## config.mk

```make
export PLATFORM = sky130hd
export DESIGN_NAME = data_buffer_flat
export DESIGN_NICKNAME = d
export VERILOG_FILES = /design/src/rtl/usb_pkg.sv /design/src/rtl/data_buffer_if.sv /design/src/rtl/data_buffer_mem.sv /design/src/rtl/data_buffer.sv /design/src/flat_wrapper.sv
export SDC_FILE = /design/constraint.sdc
export NUM_CORES = 1
export LEC_CHECK = 0
export BUFFER_PORTS_ARGS = -buffer_cell sky130_fd_sc_hd__buf_2
export CAP_MARGIN = 20
export CORE_ASPECT_RATIO = 1.4
export CORE_MARGIN = 2
export CORE_UTILIZATION = 35
export DETAILED_ROUTE_END_ITERATION = 10
export HOLD_SLACK_MARGIN = 0.12
export PLACE_DENSITY_LB_ADDON = 0.05
export SLEW_MARGIN = 10
export SYNTH_ARGS = -nofsm -noshare
export SYNTH_HDL_FRONTEND = slang
export SYNTH_SLANG_ARGS = --single-unit
```

## constraint.sdc

```tcl
create_clock -name clk -period 3.85 [get_ports clk]
set_input_delay 0.77 -clock clk [delete_from_list [all_inputs] [get_ports clk]]
set_output_delay 0.77 -clock clk [all_outputs]
set_load 0.05 [all_outputs]
```

## src/rtl/usb_pkg.sv

```systemverilog
// Shared USB-block constants and types.
package usb_pkg;

   localparam int unsigned BUFFER_DEPTH = 64;
   localparam int unsigned BYTE_WIDTH   = 8;
   localparam int unsigned OCC_WIDTH    = $clog2(BUFFER_DEPTH) + 1;

   typedef logic [BYTE_WIDTH-1:0] byte_t;

endpackage : usb_pkg

```

## src/rtl/data_buffer_if.sv

```systemverilog
// Request/response bundle between the data buffer and its producers/consumers.
interface data_buffer_if
   import usb_pkg::*;
#(
   parameter int unsigned DEPTH = BUFFER_DEPTH,
   parameter int unsigned WIDTH = BYTE_WIDTH
);

   logic                     clear;
   logic                     store_tx_data;
   logic [WIDTH-1:0]         tx_data;
   logic                     store_rx_packet_data;
   logic [WIDTH-1:0]         rx_packet_data;
   logic                     get_tx_packet_data;
   logic                     get_rx_data;
   logic [WIDTH-1:0]         tx_packet_data;
   logic [WIDTH-1:0]         rx_data;
   logic [$clog2(DEPTH):0]   buffer_occupancy;
   logic                     buffer_error;

   // Producer/consumer side: issues stores, pops and clears.
   modport master (
      output clear, store_tx_data, tx_data, store_rx_packet_data, rx_packet_data,
             get_tx_packet_data, get_rx_data,
      input  tx_packet_data, rx_data, buffer_occupancy, buffer_error
   );

   // Buffer side.
   modport slave (
      input  clear, store_tx_data, tx_data, store_rx_packet_data, rx_packet_data,
             get_tx_packet_data, get_rx_data,
      output tx_packet_data, rx_data, buffer_occupancy, buffer_error
   );

endinterface : data_buffer_if

```

## src/rtl/data_buffer_mem.sv

```systemverilog
// Register file: one synchronous write port, one asynchronous read port.
module data_buffer_mem
   import usb_pkg::*;
#(
   parameter int unsigned DEPTH = BUFFER_DEPTH,
   parameter int unsigned WIDTH = BYTE_WIDTH
) (
   input  logic                       clk,
   input  logic                       we,
   input  logic [$clog2(DEPTH)-1:0]   waddr,
   input  logic [WIDTH-1:0]           wdata,
   input  logic [$clog2(DEPTH)-1:0]   raddr,
   output logic [WIDTH-1:0]           rdata
);

   logic [WIDTH-1:0] mem [DEPTH];

   // Storage write; contents need no reset because occupancy gates the reads.
   always_ff @(posedge clk) begin
      if (we) begin
         mem[waddr] <= wdata;
      end
   end

   assign rdata = mem[raddr];

endmodule : data_buffer_mem

```

## src/rtl/data_buffer.sv

```systemverilog
// Shared single-packet byte FIFO between AHB, USB RX and USB TX.
module data_buffer
   import usb_pkg::*;
#(
   parameter int unsigned DEPTH = BUFFER_DEPTH,
   parameter int unsigned WIDTH = BYTE_WIDTH
) (
   input  logic          clk,
   input  logic          rst,
   data_buffer_if.slave  bus
);

   localparam int unsigned PTR_W = $clog2(DEPTH);
   localparam int unsigned OCC_W = PTR_W + 1;

   logic [PTR_W-1:0] wptr;
   logic [PTR_W-1:0] rptr;
   logic [OCC_W-1:0] occ;
   logic             err_q;

   logic             wr_req;
   logic             rd_req;
   logic             empty;
   logic             full;
   logic             do_wr;
   logic             do_rd;
   logic             err_c;
   logic [WIDTH-1:0] wr_data;
   logic [WIDTH-1:0] head;

   // Arbitration: RX write beats TX write, TX pop beats AHB pop; flag every dropped/ignored request.
   always_comb begin
      wr_req  = 1'b0;
      rd_req  = 1'b0;
      empty   = 1'b0;
      full    = 1'b0;
      do_wr   = 1'b0;
      do_rd   = 1'b0;
      err_c   = 1'b0;
      wr_data = bus.tx_data;

      wr_req  = bus.store_rx_packet_data | bus.store_tx_data;
      rd_req  = bus.get_tx_packet_data | bus.get_rx_data;
      empty   = (occ == '0);
      full    = (occ == OCC_W'(DEPTH));
      if (bus.store_rx_packet_data) begin
         wr_data = bus.rx_packet_data;
      end

      // A pop at full frees the slot written in the same cycle.
      do_rd   = rd_req & ~empty;
      do_wr   = wr_req & (~full | do_rd);

      err_c   = (bus.store_rx_packet_data & bus.store_tx_data)
              | (bus.get_tx_packet_data & bus.get_rx_data)
              | (rd_req & empty)
              | (wr_req & ~do_wr);
   end

   // Pointer, occupancy and error state; clear overrides every request.
   always_ff @(posedge clk or posedge rst) begin
      if (rst) begin
         wptr  <= '0;
         rptr  <= '0;
         occ   <= '0;
         err_q <= 1'b0;
      end else if (bus.clear) begin
         wptr  <= '0;
         rptr  <= '0;
         occ   <= '0;
         err_q <= 1'b0;
      end else begin
         if (do_wr) begin
            wptr <= wptr + PTR_W'(1);
         end
         if (do_rd) begin
            rptr <= rptr + PTR_W'(1);
         end
         occ   <= occ + OCC_W'(do_wr) - OCC_W'(do_rd);
         err_q <= err_c;
      end
   end

   data_buffer_mem #(
      .DEPTH (DEPTH),
      .WIDTH (WIDTH)
   ) u_mem (
      .clk   (clk),
      .we    (do_wr & ~bus.clear),
      .waddr (wptr),
      .wdata (wr_data),
      .raddr (rptr),
      .rdata (head)
   );

   // Fall-through head byte, forced to zero when nothing is queued.
   assign bus.tx_packet_data   = (occ == '0) ? '0 : head;
   assign bus.rx_data          = (occ == '0) ? '0 : head;
   assign bus.buffer_occupancy = occ;
   assign bus.buffer_error     = err_q;

endmodule : data_buffer

```

## src/flat_wrapper.sv

```systemverilog
// flat-port wrapper written by rule: the top's interface ports become plain ports
module data_buffer_flat import usb_pkg::*;
#(
   parameter int unsigned DEPTH = BUFFER_DEPTH,
   parameter int unsigned WIDTH = BYTE_WIDTH
)
  (clk, rst, bus_clear, bus_store_tx_data, bus_tx_data, bus_store_rx_packet_data, bus_rx_packet_data, bus_get_tx_packet_data, bus_get_rx_data, bus_tx_packet_data, bus_rx_data, bus_buffer_occupancy, bus_buffer_error);
  data_buffer_if #(.DEPTH(DEPTH), .WIDTH(WIDTH)) bus_i ();
  input  logic clk;
  input  logic rst;
  input wire logic [$bits(bus_i.clear)-1:0] bus_clear;
  input wire logic [$bits(bus_i.store_tx_data)-1:0] bus_store_tx_data;
  input wire logic [$bits(bus_i.tx_data)-1:0] bus_tx_data;
  input wire logic [$bits(bus_i.store_rx_packet_data)-1:0] bus_store_rx_packet_data;
  input wire logic [$bits(bus_i.rx_packet_data)-1:0] bus_rx_packet_data;
  input wire logic [$bits(bus_i.get_tx_packet_data)-1:0] bus_get_tx_packet_data;
  input wire logic [$bits(bus_i.get_rx_data)-1:0] bus_get_rx_data;
  output wire logic [$bits(bus_i.tx_packet_data)-1:0] bus_tx_packet_data;
  output wire logic [$bits(bus_i.rx_data)-1:0] bus_rx_data;
  output wire logic [$bits(bus_i.buffer_occupancy)-1:0] bus_buffer_occupancy;
  output wire logic [$bits(bus_i.buffer_error)-1:0] bus_buffer_error;
  assign bus_i.clear = bus_clear;
  assign bus_i.store_tx_data = bus_store_tx_data;
  assign bus_i.tx_data = bus_tx_data;
  assign bus_i.store_rx_packet_data = bus_store_rx_packet_data;
  assign bus_i.rx_packet_data = bus_rx_packet_data;
  assign bus_i.get_tx_packet_data = bus_get_tx_packet_data;
  assign bus_i.get_rx_data = bus_get_rx_data;
  assign bus_tx_packet_data = bus_i.tx_packet_data;
  assign bus_rx_data = bus_i.rx_data;
  assign bus_buffer_occupancy = bus_i.buffer_occupancy;
  assign bus_buffer_error = bus_i.buffer_error;
  data_buffer #(.DEPTH(DEPTH), .WIDTH(WIDTH)) u_core (.clk(clk), .rst(rst), .bus(bus_i));
endmodule
```

After elaboration in Yosys (flattened, before gate mapping)
Memories as Yosys holds them, arrays and structs flattened.
Index checks and enable logic that the tools add are counted.

word-level totals
  output and inout port bits = 24
  word-level logic and storage cells = 40
  input port bits = 23
  memory bits (writable) = 512
  bits in registers = 20
  memories kept = 1

memories
  memory            words  bits a word  rd ports  clocked after memory_dff  wr ports  RTL line               RTL
  u_core.u_mem.mem  64     8            1         0                         1         data_buffer_mem.sv:16  logic [WIDTH-1:0] mem [DEPTH];

cells by class
  reduce and logical (&&, ||, !) cells = 3
  muxes and demuxes = 10
  equal/unequal tests = 1
  bitwise operators = 17
  $add $sub $neg = 4

operators by type and width
  cell                                                            count
  6-bit 2-to-1 mux                                                4
  8-bit 2-to-1 mux                                                2
  6-bit by 1-bit adder with 6-bit output (second input constant)  2
  7-bit by 1-bit adder with 7-bit output                          1
  1-bit AND                                                       7
  7-bit equality test (second input constant)                     1
  7-bit logical NOT                                               1
  7-bit 2-to-1 mux                                                1
  7-bit by 1-bit subtractor with 7-bit output                     1
  1-bit OR                                                        6
  1-bit NOT                                                       4
  2-bit nonzero test                                              2
  1-bit 2-to-1 mux                                                3

Logic depth before layout (Yosys ltp)
Gate-level depths: netlist (run 1).

  depth in word-level cells = 9
  gate-level depth with buffers = 13
  mapped depth without buffers = 13

Hierarchy
A second synthesis (run 1) with hierarchy kept.

unflattened totals
  cells, all modules = 1088
  area total of the unflattened synthesis = 21503.1 sq um

modules (own cells, without submodules)
  module           instances  cells each  seq. area each (sq um)  area each (sq um)
  data_buffer_mem  1          932         15374.7                 20006.7
  data_buffer      1          156         500.5                   1496.4

Least setup slack after synthesis (run 1)
No wires, ideal clock.

  kind = register to output
  from = reg u_core.occ[2], in the netlist u_core.bus.buffer_occupancy[2]
  to = out bus_tx_packet_data[3]
  data required time = 3.080 ns
  arrival = 3.409 ns
  stages on the path, launching flop included = 10
  slack = -0.329 ns
  path buffers = 2
  cells stage by stage = dfrtp_1 > inv_1 > ha_1 > nor4bb_1 > and2_1 > buf_1 > nor2_1 > a22oi_1 > a311oi_1 > buf_4

on the way
  cells in the longest elaborated chain, start to end = 2

ends and longest elaborated chain
  what                    RTL line            RTL
  from (decl)             data_buffer.sv:18   logic [OCC_W-1:0] occ;
  from (signal assigned)  data_buffer.sv:79   occ <= occ + OCC_W'(do_wr) - OCC_W'(do_rd);
  7-bit logical NOT       -
  8-bit 2-to-1 mux        -
  to (decl)               flat_wrapper.sv:18  output wire logic [$bits(bus_i.tx_packet_data)-1:0] bus_tx_packet_data;

Every way passes these cells.

Worst setup path after layout (run 1)
  from = reg u_core.rptr[0]
  to = out bus_tx_packet_data[1]

on the way
  cells in the longest elaborated chain, start to end = 2

ends and longest elaborated chain
  what                    RTL line           RTL
  from (decl)             data_buffer.sv:17  logic [PTR_W-1:0] rptr;
  from (signal assigned)  data_buffer.sv:77  rptr <= rptr + PTR_W'(1);
  memory 64 x 8 bit       -
  8-bit 2-to-1 mux        data_buffer.sv:97  assign bus.tx_packet_data = (occ == '0) ? '0 : head;

Every way passes these cells.

==> results of run 1 <==
state kept, by name, summed over array words and instances (netlist names):
name	cells
u_core.bus.buffer_error	1
u_core.bus.buffer_occupancy	7
u_core.rptr	6
u_core.u_mem.mem	512
u_core.wptr	6
cell families after synthesis:
group	after synthesis	synth area share
muxes	155	0.152
DFF	532	0.753
buffers and inverters	75	0.0174
adders and majority gates	12	0.00748
AOI/OAI and AO/OA	86	0.0284
and+or+nand+nor	168	0.0361
xor gates and xnor gates	14	0.00582
metal layers:
metal | vias to the layer above | part of all wire
met1 | 5748 | 0.44
met3 | 62 | 0.029
met5 | - | 0
li1 | 4660 | -
met4 | 0 | 0.021
met2 | 193 | 0.51
power by group through the flow:
stage                     Sequential (mW)  Combinational, mW  Clock, mW
after floorplan                      6.74               3.12          0
after global placement               6.68               4.69          0
after detailed placement             6.67               4.69          0
after CTS                            6.56               5.51       5.44
after global routing                 6.56               5.90       5.65
final                                6.55               5.53       5.31
final timing paths:
check                                                from                             end  slack (ns)  cells after the start
max in group asynchronous                             rst                  u_core.rptr[1]        2.86                      2
setup reg to reg           u_core.bus.buffer_occupancy[3]  u_core.bus.buffer_occupancy[6]        0.38                     14
min in group clk                          bus_get_rx_data         u_core.bus.buffer_error        0.44                      3
setup / recovery                           u_core.rptr[0]           bus_tx_packet_data[1]       -0.02                      7
hold reg to reg                            u_core.wptr[2]                  u_core.wptr[2]        0.64                      2
hold / removal                                        rst  u_core.bus.buffer_occupancy[4]        0.35                      2
final cells by class:
type	instances	share of cell area
Sequential cell	532	0.616
Multi-Input combinational cell	435	0.202
Timing Repair Buffer	215	0.0745
Clock buffer	70	0.0572
Tap cell	756	0.0367
Clock inverter	29	0.0114
Inverter	10	0.00146
per-stage QoR:
step           utilization  cell area [um2]  setup WS [ns]  std cells
2_1_floorplan            -            21100         0.0653       1042
3_3_place_gp         0.388            23100        0.00437       1922
3_5_place_dp         0.388            23200         0.0164       1922
4_1_cts              0.429            25600        -0.0760       2042
5_1_grt              0.432            25800        -0.0777       2047
6_report             0.432            25800        -0.0159       2047
cells in the final DEF (no fill, tap or decap), types with 13 or more instances in the layout:
cell,netlist,layout
buf_2,14,30
mux4_2,131,131
a22oi_2,0,23
buf_4,14,143
a21oi_1,19,13
a22oi_1,41,18
buf_6,2,21
dfrtp_1,20,17
nand2_1,24,22
buf_12,0,13
edfxtp_1,512,512
nor2_1,90,88
clkbuf_16,0,55
worst reg2reg max path: stages, from the launching register on:
cell and delay (ns):
dfrtp_1 0.39, inv_1 0.08, ha_1 0.18, nor4bb_1 0.13, buf_4 0.15, a21oi_1 0.66
ha_1 0.37, inv_1 0.05, ha_1 0.19, fa_1 0.23, a21oi_1 0.07, o21bai_1 0.23
a21oi_1 0.12, o21bai_1 0.15, mux2_2 0.34
what timing repair did:
item	in CTS	in global routing
pin swaps	11	8
resized for setup	101	19
cloned	3	0
setup endpoints to repair	16	16
buffers inserted	19	5
==> metrics.cfg, run 1 <==
[routing]
viasPerCell=5.21
drtPass1Iterations=7
wl_per_cell_um=27.6
drtIter0Drc=659
vias=10700
antenna_left=0
drcViolationCount=0
totalWireLength_um=56500

[timing]
worst_pin_slew_ns=0.949
setup_viol=4
clock.fmax_mhz=259
relSlewSlack=0.365
drv_slew=0
min_period_over_period=1.00
hold_violations=0
fin_crit_ns=3.87
finClkSkew_ns=0.0196
rsz0062_at_grt=true
worst_slack_ns=-0.0159
setup_tns_ns=-0.0424
fin_hold_ws_ns=0.349

[global_routing]
grtUsageMet1=0.252
grt_max_degree=65
grt_pass1_vias=11300
use_met2=0.319
use_met3=0.0234
grt.busiest_layer=met2
grt_overflow=0
grt_pass1_wl_um=82300
track_usage=0.187
antenna_found_initial=0

[pwr]
power_frac_seq=0.377
swShare=0.300
p_switching_mw=5.22
vdd_drop_max_uv=722
p_leak_nw=8.40
p_per_area_nw_per_um2=675
p_comb_frac=0.318
clkPwrFrac=0.305
internal-power_mw=12.2
totalPowerFinal_mw=17.4

[yosys]
ys_async_sr_fraction=0.0376
syn_avg_cell_area_um2=20.2
synth_top_cells_by_count=512 x edfxtp_1, 131 x mux4_2, 90 x nor2_1
synth_area_leaders=edfxtp_1 73%, mux4_2 14%, dfrtp_1 2.4%
ys_ff_latch=532
syn_area_um2=21100
synth_nets=1077
synth_top_area_share=0.729
yosysSeqAreaShare=0.753
ys.flop_type=edfxtp_1
yosysMostFrequentCell=edfxtp_1
synth_edf_count=512
synthCells=1042
synth.distinct_cells=40
ys_warn_count=0
yosysTopAreaCell=edfxtp_1

[hold_path]
holdCritPathClass=in2async

[clocking]
numCtsBuffers=53
htree_levels=2
cts_tree=yes
cts_max_path_buffers=3
clk_pin_slew_ns=0.06
ctsHoldBuffers=0
cts.sinks=532
cts-root-buf=clkbuf_16
clock_latency_ns=0.60

[floorplanning]
fp.coreArea_um2=59700
ios=47
dieArea_um2=62300
dieWidth_um=211
die-height_um=294
rows=106
initial_core_util=0.353

[critical_path]
critPathTopFamily=multiplexers
critPathMaxFanout=8
critPathCaptureType=primary output
crit_chain=buf_12 -> buf_6 -> mux4_2 -> mux4_2 -> a211oi_4 -> nor3_4 -> buf_12
path_buf_inv=3
crit_arrival_ns=3.10
path_class=reg2out
worstSetupStartpointType=flop
slowest_stage=mux4_2
crit_required_ns=3.08
max_stage_delay_ns=0.52

[cells_and_area]
multi_input_area_um2=5210
diodes=0
area_growth_pct=22.2
n_fill_cell=5276
drive_gt1_frac=0.381
register_area_um2=15900
final_nets=1282

[place]
io_buffers=46
dp_hpwl_um=36600
place_congestion=0.747

[job]
cap_viol_max_count=0

[run_status]
violations=negative setup slack
outcome=complete, but fails checks

Note: power is estimated with default switching activity, not from simulation.
==> run 2, diff against run 1 <==
--- a/config.mk
+++ b/config.mk
@@ -16,4 +16,5 @@
 export SLEW_MARGIN = 10
 export SYNTH_ARGS = -nofsm -noshare
 export SYNTH_HDL_FRONTEND = slang
+export SYNTH_HIERARCHICAL = 1
 export SYNTH_SLANG_ARGS = --single-unit
==> metrics.cfg, run 2 <==
[yosys]
yosysSeqAreaShare=0.738  ; -0.0146
syn_area_um2=21500  ; +2.0%
synth_nets=1122  ; +4.2%
ys_async_sr_fraction=0.0376  ; unchanged
ys_warn_count=6  ; +6
synth_top_area_share=0.715  ; -0.0142
synth_edf_count=512  ; unchanged
synth_area_leaders=edfxtp_1 72%, mux4_2 13%, dfrtp_1 2.3%
yosysMostFrequentCell=edfxtp_1
synth.distinct_cells=62  ; +55%
yosysTopAreaCell=edfxtp_1
ys_ff_latch=532  ; unchanged
ys.flop_type=edfxtp_1
syn_avg_cell_area_um2=19.8  ; -2.3%
synthCells=1088  ; +4.4%
synth_top_cells_by_count=512 x edfxtp_1, 126 x mux4_2, 101 x nor2_1

[clocking]
numCtsBuffers=51  ; -3.8%
clock_latency_ns=0.61  ; about the same
cts_tree=yes
cts.sinks=532  ; unchanged
cts_max_path_buffers=3  ; unchanged
cts-root-buf=clkbuf_16
htree_levels=2  ; unchanged
clk_pin_slew_ns=0.06  ; about the same

[place]
io_buffers=46  ; unchanged
place_congestion=0.771  ; +3.2%
dp_hpwl_um=39400  ; +7.5%
post-place-cells=2027  ; +5.5%
dpl_cell_area_um2=23500  ; +1.7%

[routing]
met2WireLength_um=32600  ; +13%
vias=11100  ; +4.1%
drtIter0Drc=796  ; +21%
routed.top_layer=met4
wl_met1_um=24700  ; -0.18%
antenna_left=0  ; unchanged
route.met3.wl_um=1780  ; +8.1%
totalWireLength_um=61100  ; +8.3%
wl_per_cell_um=28.6  ; +3.5%
drtPass1Iterations=5  ; -2
viasPerCell=5.19  ; -0.45%
drcViolationCount=0  ; unchanged

[pwr]
p_leak_nw=8.35  ; -0.57%
p_comb_frac=0.346  ; +0.028
p_per_area_nw_per_um2=663  ; -1.8%
internal-power_mw=11.8  ; -3.0%
power_frac_seq=0.380  ; +0.003
vdd_drop_max_uv=709  ; -1.8%
p_switching_mw=5.49  ; +5.2%
totalPowerFinal_mw=17.3  ; -0.54%
swShare=0.318  ; +0.0173
clkPwrFrac=0.274  ; -0.031

[floorplanning]
fp.coreArea_um2=60800  ; +1.8%
dieArea_um2=63500  ; +1.9%
ios=47  ; unchanged
rows=107  ; +0.94%
dieWidth_um=213  ; +0.97%
die-height_um=297  ; +0.97%
initial_core_util=0.354  ; +0.000490

[timing]
setup_viol=16  ; +12
clock.fmax_mhz=251  ; -3.0%
drv_slew=0  ; unchanged
worst_slack_ns=-0.137  ; -0.121 ns
relSlewSlack=0.319  ; -0.0453
fin_crit_ns=3.99  ; +0.121 ns
min_period_over_period=1.04  ; +0.0314
finClkSkew_ns=0.0309  ; +0.0113 ns
rsz0062_at_grt=true
hold_violations=0  ; unchanged
worst_pin_slew_ns=1.02  ; +0.0715 ns
fin_hold_ws_ns=0.373  ; +0.0249 ns

[cells_and_area]
final_cells=2141  ; +4.6%
regMostFlops=u_core/u_mem/mem
n_fill_cell=5397  ; +2.3%
fin_area_um2=26100  ; +1.3%
layout_commonest_cell=edfxtp_1
final_nets=1318  ; +2.8%
post-route-util=0.429  ; -0.00237
drive_gt1_frac=0.370  ; -0.0115
final_cell_mix=512 x edfxtp_1, 137 x buf_4, 126 x mux4_2
area_growth_pct=21.4
largest_reg_flops=512  ; unchanged

[critical_path]
rr_startpoint=u_core/bus.buffer_occupancy[3]
critPathMaxFanout=7  ; -1
worstSetupStartpointType=flop
crit_required_ns=3.08  ; about the same
crit_arrival_ns=3.22  ; +0.12 ns
r2r_slack_ns=0.37  ; about the same
rr_endpoint=u_core/u_mem/mem[36][1]
rr_worst_depth=9  ; -5
path_class=reg2out
critPathCaptureType=primary output

[global_routing]
grt_pass1_vias=11700  ; +3.3%
grt_pass1_wl_um=87200  ; +5.9%
grt_overflow=0  ; unchanged
antenna_found_initial=2  ; +2
grt_max_degree=57  ; -12%
track_usage=0.196  ; +0.00943

[run_status]
violations=negative setup slack
outcome=complete, but fails checks

[job]
cap_viol_max_count=0  ; unchanged

[hold_path]
holdCritPathClass=in2async

[run 2: cell types whose count changed after synthesis, moves of 9 or more]
cell / previous run / this run
mux2i_1: 14 / 25
o22ai_1: 0 / 9
nor2b_1: 9 / 23
o221ai_1: 0 / 10
a21oi_1: 19 / 6
mux2_2: 10 / 21
a22oi_1: 41 / 3
nor2_1: 90 / 101
[run 2: power groups by stage]
stage	clock (mW)	sequential [mW]	combinational (mW)
2_1_floorplan	0	6.75	3.33
3_3_place_gp	0	6.74	4.86
3_5_place_dp	0	6.74	4.86
4_1_cts	4.86	6.58	5.84
5_1_grt	5.05	6.59	6.33
6_report	4.73	6.58	5.99
[run 2: per-stage QoR]
stage               setup WS, ns  TNS, ns
floorplan                  0.156        0
global placement           0.185        0
detailed placement         0.162        0
CTS                       -0.175    -1.99
global route              -0.224    -2.56
finish                    -0.137    -1.38
[run 2: cell families (layout without fill, tap and decap cells)]
| logic type | after synthesis | count (layout) | synth area share |
|---|---|---|---|
| flops | 532 | 532 | 0.738 |
| other cells | 0 | 1 | 0 |
| buf+inv | 75 | 310 | 0.0208 |
| xor+xnor | 13 | 13 | 0.00530 |
| simple gates | 205 | 205 | 0.0452 |
| compound gates | 80 | 80 | 0.0292 |
| fa+ha+maj | 11 | 11 | 0.00675 |
| mux | 172 | 172 | 0.155 |
[run 2: per-layer routing]
| metal | track usage | vias to the layer above |
|---|---|---|
| met2 | 0.349 | 210 |
| met4 | 0.0668 | 0 |
| met3 | 0.0246 | 88 |
| met5 | 0 | - |
| met1 | 0.245 | 5960 |
| li1 | - | 4844 |
[run 2: layout make-up]
type | count | area, um2 | area share
multi-input combinational | 481 | 5680 | 0.218
clock inverter | 25 | 155 | 0.00594
timing repair buffer | 209 | 1930 | 0.0740
tap | 817 | 1020 | 0.0392
antenna | 1 | 2.50 | 0.0000959
clock buffer | 67 | 1380 | 0.0528
inverter | 9 | 33.8 | 0.00129
sequential | 532 | 15900 | 0.609
[run 2: worst max-delay path by stage]
| stage | to | startpoint | slack (ns) |
|---|---|---|---|
| after floorplan | bus_tx_packet_data[6] | u_core/rptr[0] | 0.16 |
| after global placement | bus_rx_data[4] | u_core/rptr[1] | 0.18 |
| after detailed placement | bus_tx_packet_data[6] | u_core/rptr[1] | 0.16 |
| after CTS | bus_tx_packet_data[3] | u_core/rptr[0] | -0.17 |
| after global routing | bus_rx_data[3] | u_core/rptr[0] | -0.22 |
| final | bus_rx_data[3] | u_core/rptr[0] | -0.14 |
[run 2: worst max-delay path: stages, from the launching register on]
cell,delay (ns)
dfrtp_4,0.45
buf_12,0.14
buf_12,0.15
buf_12,0.14
mux4_2,0.49
mux4_2,0.53
o21ai_2,0.19
o41ai_4,0.15
nor2b_4,0.17
buf_6,0.18
[run 2: what timing repair did]
action,CTS,global route
setup endpoints to repair,16,16
pin swaps,11,11
cloned,4,3
hold buffers,0,0
buffers inserted,18,2
endpoints found under the hold margin,0,0
resized for setup,104,38
==> run 3, diff against run 2 <==
--- a/config.mk
+++ b/config.mk
@@ -5,6 +5,7 @@
 export SDC_FILE = /design/constraint.sdc
 export NUM_CORES = 1
 export LEC_CHECK = 0
+export ABC_AREA = 1
 export BUFFER_PORTS_ARGS = -buffer_cell sky130_fd_sc_hd__buf_2
 export CAP_MARGIN = 20
 export CORE_ASPECT_RATIO = 1.4
@@ -13,6 +14,7 @@
 export DETAILED_ROUTE_END_ITERATION = 10
 export HOLD_SLACK_MARGIN = 0.12
 export PLACE_DENSITY_LB_ADDON = 0.05
+export SKIP_LAST_GASP = 1
 export SLEW_MARGIN = 10
 export SYNTH_ARGS = -nofsm -noshare
 export SYNTH_HDL_FRONTEND = slang
==> constraint.sdc (replaced) <==
create_clock -name clk -period 3.85 [get_ports clk]
set_input_delay 0 -clock clk [delete_from_list [all_inputs] [get_ports clk]]
set_output_delay 0 -clock clk [all_outputs]
set_load 0.05 [all_outputs]
==> metrics.cfg, run 3 <==
[run_status]
outcome=finished clean

[routing]
drtPass1Iterations=5  ; unchanged
vias=15100  ; +36%
wl_per_cell_um=21.7  ; -24%
viasPerCell=5.00  ; -3.5%
drcViolationCount=0  ; unchanged
totalWireLength_um=65600  ; +7.2%
antenna_left=0  ; unchanged
drtIter0Drc=997  ; +25%

[yosys]
yosysSeqAreaShare=0.695  ; -0.0430
synth_top_cells_by_count=728 x nand2_1, 512 x edfxtp_1, 452 x nand3_1
syn_area_um2=22800  ; +6.2%
synth_nets=2068  ; +84%
ys_async_sr_fraction=0.0376  ; unchanged
ys_ff_latch=532  ; unchanged
synthCells=2034  ; +87%
yosysMostFrequentCell=nand2_1
ys.flop_type=edfxtp_1
synth_top_area_share=0.673  ; -0.0416
yosysTopAreaCell=edfxtp_1
ys_warn_count=6  ; unchanged
synth_area_leaders=edfxtp_1 67%, nand2_1 12%, nand3_1 9.9%
syn_avg_cell_area_um2=11.2  ; -43%
synth.distinct_cells=34  ; -45%
synth_edf_count=512  ; unchanged

[timing]
worst_slack_ns=0.231  ; +0.367 ns
fin_crit_ns=3.62  ; -0.367 ns
relSlewSlack=0.327  ; +0.00789
clock.fmax_mhz=276  ; +10%
hold_violations=0  ; unchanged
fin_hold_ws_ns=0.155  ; -0.219 ns
worst_pin_slew_ns=1.01  ; -0.0155 ns
drv_slew=0  ; unchanged
setup_tns_ns=0  ; +1.38 ns
min_period_over_period=0.940  ; -0.0954
finClkSkew_ns=0.0211  ; -0.00972 ns
setup_viol=0  ; -16
rsz0062_at_grt=false

[global_routing]
antenna_found_initial=0  ; -2
grt_pass1_wl_um=97600  ; +12%
track_usage=0.196  ; about the same
grt_max_degree=96  ; +68%
grt_pass1_vias=14800  ; +27%
grt_overflow=0  ; unchanged

[critical_path]
max_stage_delay_ns=0.56  ; +0.03 ns
crit_required_ns=3.85  ; +0.77 ns
slowest_stage=dfrtp_4
r2r_slack_ns=0.98  ; +0.61 ns
crit_arrival_ns=3.62  ; +0.40 ns
path_class=reg2out
rr_worst_depth=11  ; +2
rr_endpoint=u_core/u_mem/mem[27][0]
critPathCaptureType=primary output
worstSetupStartpointType=flop
rr_startpoint=u_core/bus.buffer_occupancy[5]
critPathMaxFanout=49  ; +42
crit_chain=inv_6 -> buf_12 -> buf_4 -> nand2_1 -> nand3_1 -> nand3_1 -> nand2_1 -> nand2_1 -> nand3_1 -> nand3_1 -> nand2_1 -> inv_1 -> nor2_1 -> buf_2

[clocking]
cts_max_path_buffers=3  ; unchanged
clk_pin_slew_ns=0.06  ; about the same
cts.sinks=532  ; unchanged
numCtsBuffers=54  ; +5.9%
cts_tree=yes
clock_latency_ns=0.61  ; about the same
htree_levels=2  ; unchanged
cts-root-buf=clkbuf_16

[pwr]
p_leak_nw=9.74  ; +17%
p_per_area_nw_per_um2=666  ; +0.49%
vdd_drop_max_uv=841  ; +19%

[cells_and_area]
multi_input_area_um2=5870  ; +3.3%
final_nets=2165  ; +64%
largest_reg_flops=512  ; unchanged
final_cells=3014  ; +41%
drive_gt1_frac=0.116  ; -0.253
layout_commonest_cell=nand2_1
register_area_um2=15900  ; about the same
n_fill_cell=6205  ; +15%
area_growth_pct=13.9
regMostFlops=u_core/u_mem/mem
fin_area_um2=26000  ; -0.31%
diodes=0  ; -1
final_cell_mix=720 x nand2_1, 512 x edfxtp_1, 452 x nand3_1

[place]
dpl_cell_area_um2=24200  ; +2.6%
post-place-ws_ns=0.872  ; +0.710 ns
io_buffers=46  ; unchanged
post-place-cells=2901  ; +43%
place_congestion=0.807  ; +4.7%
dp_hpwl_um=40000  ; +1.7%

[hold_path]
holdCritStartpoint=bus_rx_packet_data[7]
holdCritPathClass=in2reg
hold_end=u_core/u_mem/mem[31][7]
holdPathStages=3

[floorplanning]
die-height_um=306  ; +3.0%
dieArea_um2=67300  ; +6.1%
rows=110  ; +2.8%
fp.coreArea_um2=64400  ; +6.0%
dieWidth_um=220  ; +3.0%
initial_core_util=0.354  ; +0.000706
ios=47  ; unchanged

[job]
cap_viol_max_count=0  ; unchanged

-- run 3: how the worst max path moves through the flow --
stage | startpoint | end | slack [ns] | cells past startpoint
final | u_core/rptr[0] | bus_tx_packet_data[3] | 0.23 | 14
after global routing | u_core/rptr[0] | bus_rx_data[5] | 0.12 | 14
after CTS | u_core/rptr[0] | bus_rx_data[5] | 0.24 | 14
after detailed placement | u_core/bus.buffer_occupancy[5] | u_core/u_mem/mem[27][0] | 0.87 | 11
after global placement | u_core/rptr[0] | bus_tx_packet_data[5] | 0.93 | 14
after floorplan | u_core/bus.buffer_occupancy[5] | u_core/u_mem/mem[48][0] | 0.64 | 10
-- run 3: per-stage QoR --
stage / power [mW] / util
3_3_place_gp: 12.4 / 0.375
5_1_grt: 18.3 / 0.404
6_report: 17.3 / 0.404
2_1_floorplan: 10.9 / -
4_1_cts: 17.6 / 0.403
3_5_place_dp: 12.4 / 0.375
-- run 3: cell type report --
class | instances | area share
sequential | 532 | 0.611
multi-input combinational | 1323 | 0.226
clock buffer | 76 | 0.0559
timing repair buffer | 165 | 0.0495
tap | 840 | 0.0404
clock inverter | 23 | 0.00967
inverter | 55 | 0.00837
-- run 3: kinds of logic (layout without fill, tap and decap cells) --
logic type,after synthesis,in the layout,synth area share
simple gates,1294,1294,0.245
flops,532,532,0.695
buf+inv,179,319,0.0485
fa+ha+maj,11,11,0.00636
compound gates,11,11,0.00268
xor+xnor,7,7,0.00269
-- run 3: power by group --
| group | leakage (nW) | switching [mW] | internal (mW) |
|---|---|---|---|
| Sequential | 4.85 | 0.115 | 6.47 |
| Clock | 0.828 | 2.20 | 2.96 |
| Combinational | 4.06 | 4.09 | 1.49 |
-- run 3: per-layer routing --
layer  vias to the layer above  share of wire  track usage
met3                        92          0.041       0.0293
met1                      7449           0.43        0.259
met4                         0          0.020       0.0468
met5                         -              0            0
li1                       7223              -            -
met2                       315           0.50        0.339
-- run 3: timing repair --
action	CTS	global route
hold buffers	12	1
hold endpoints to repair	40	3
gates resized for setup	0	0
setup buffers	0	0
-- run 3: critical path: cells and delay by family (launching register included) --
family,cells,cell delay (ns)
buffers and inverters,5,1.26
AND/OR/NAND/NOR,9,1.11
flip-flops,1,0.56
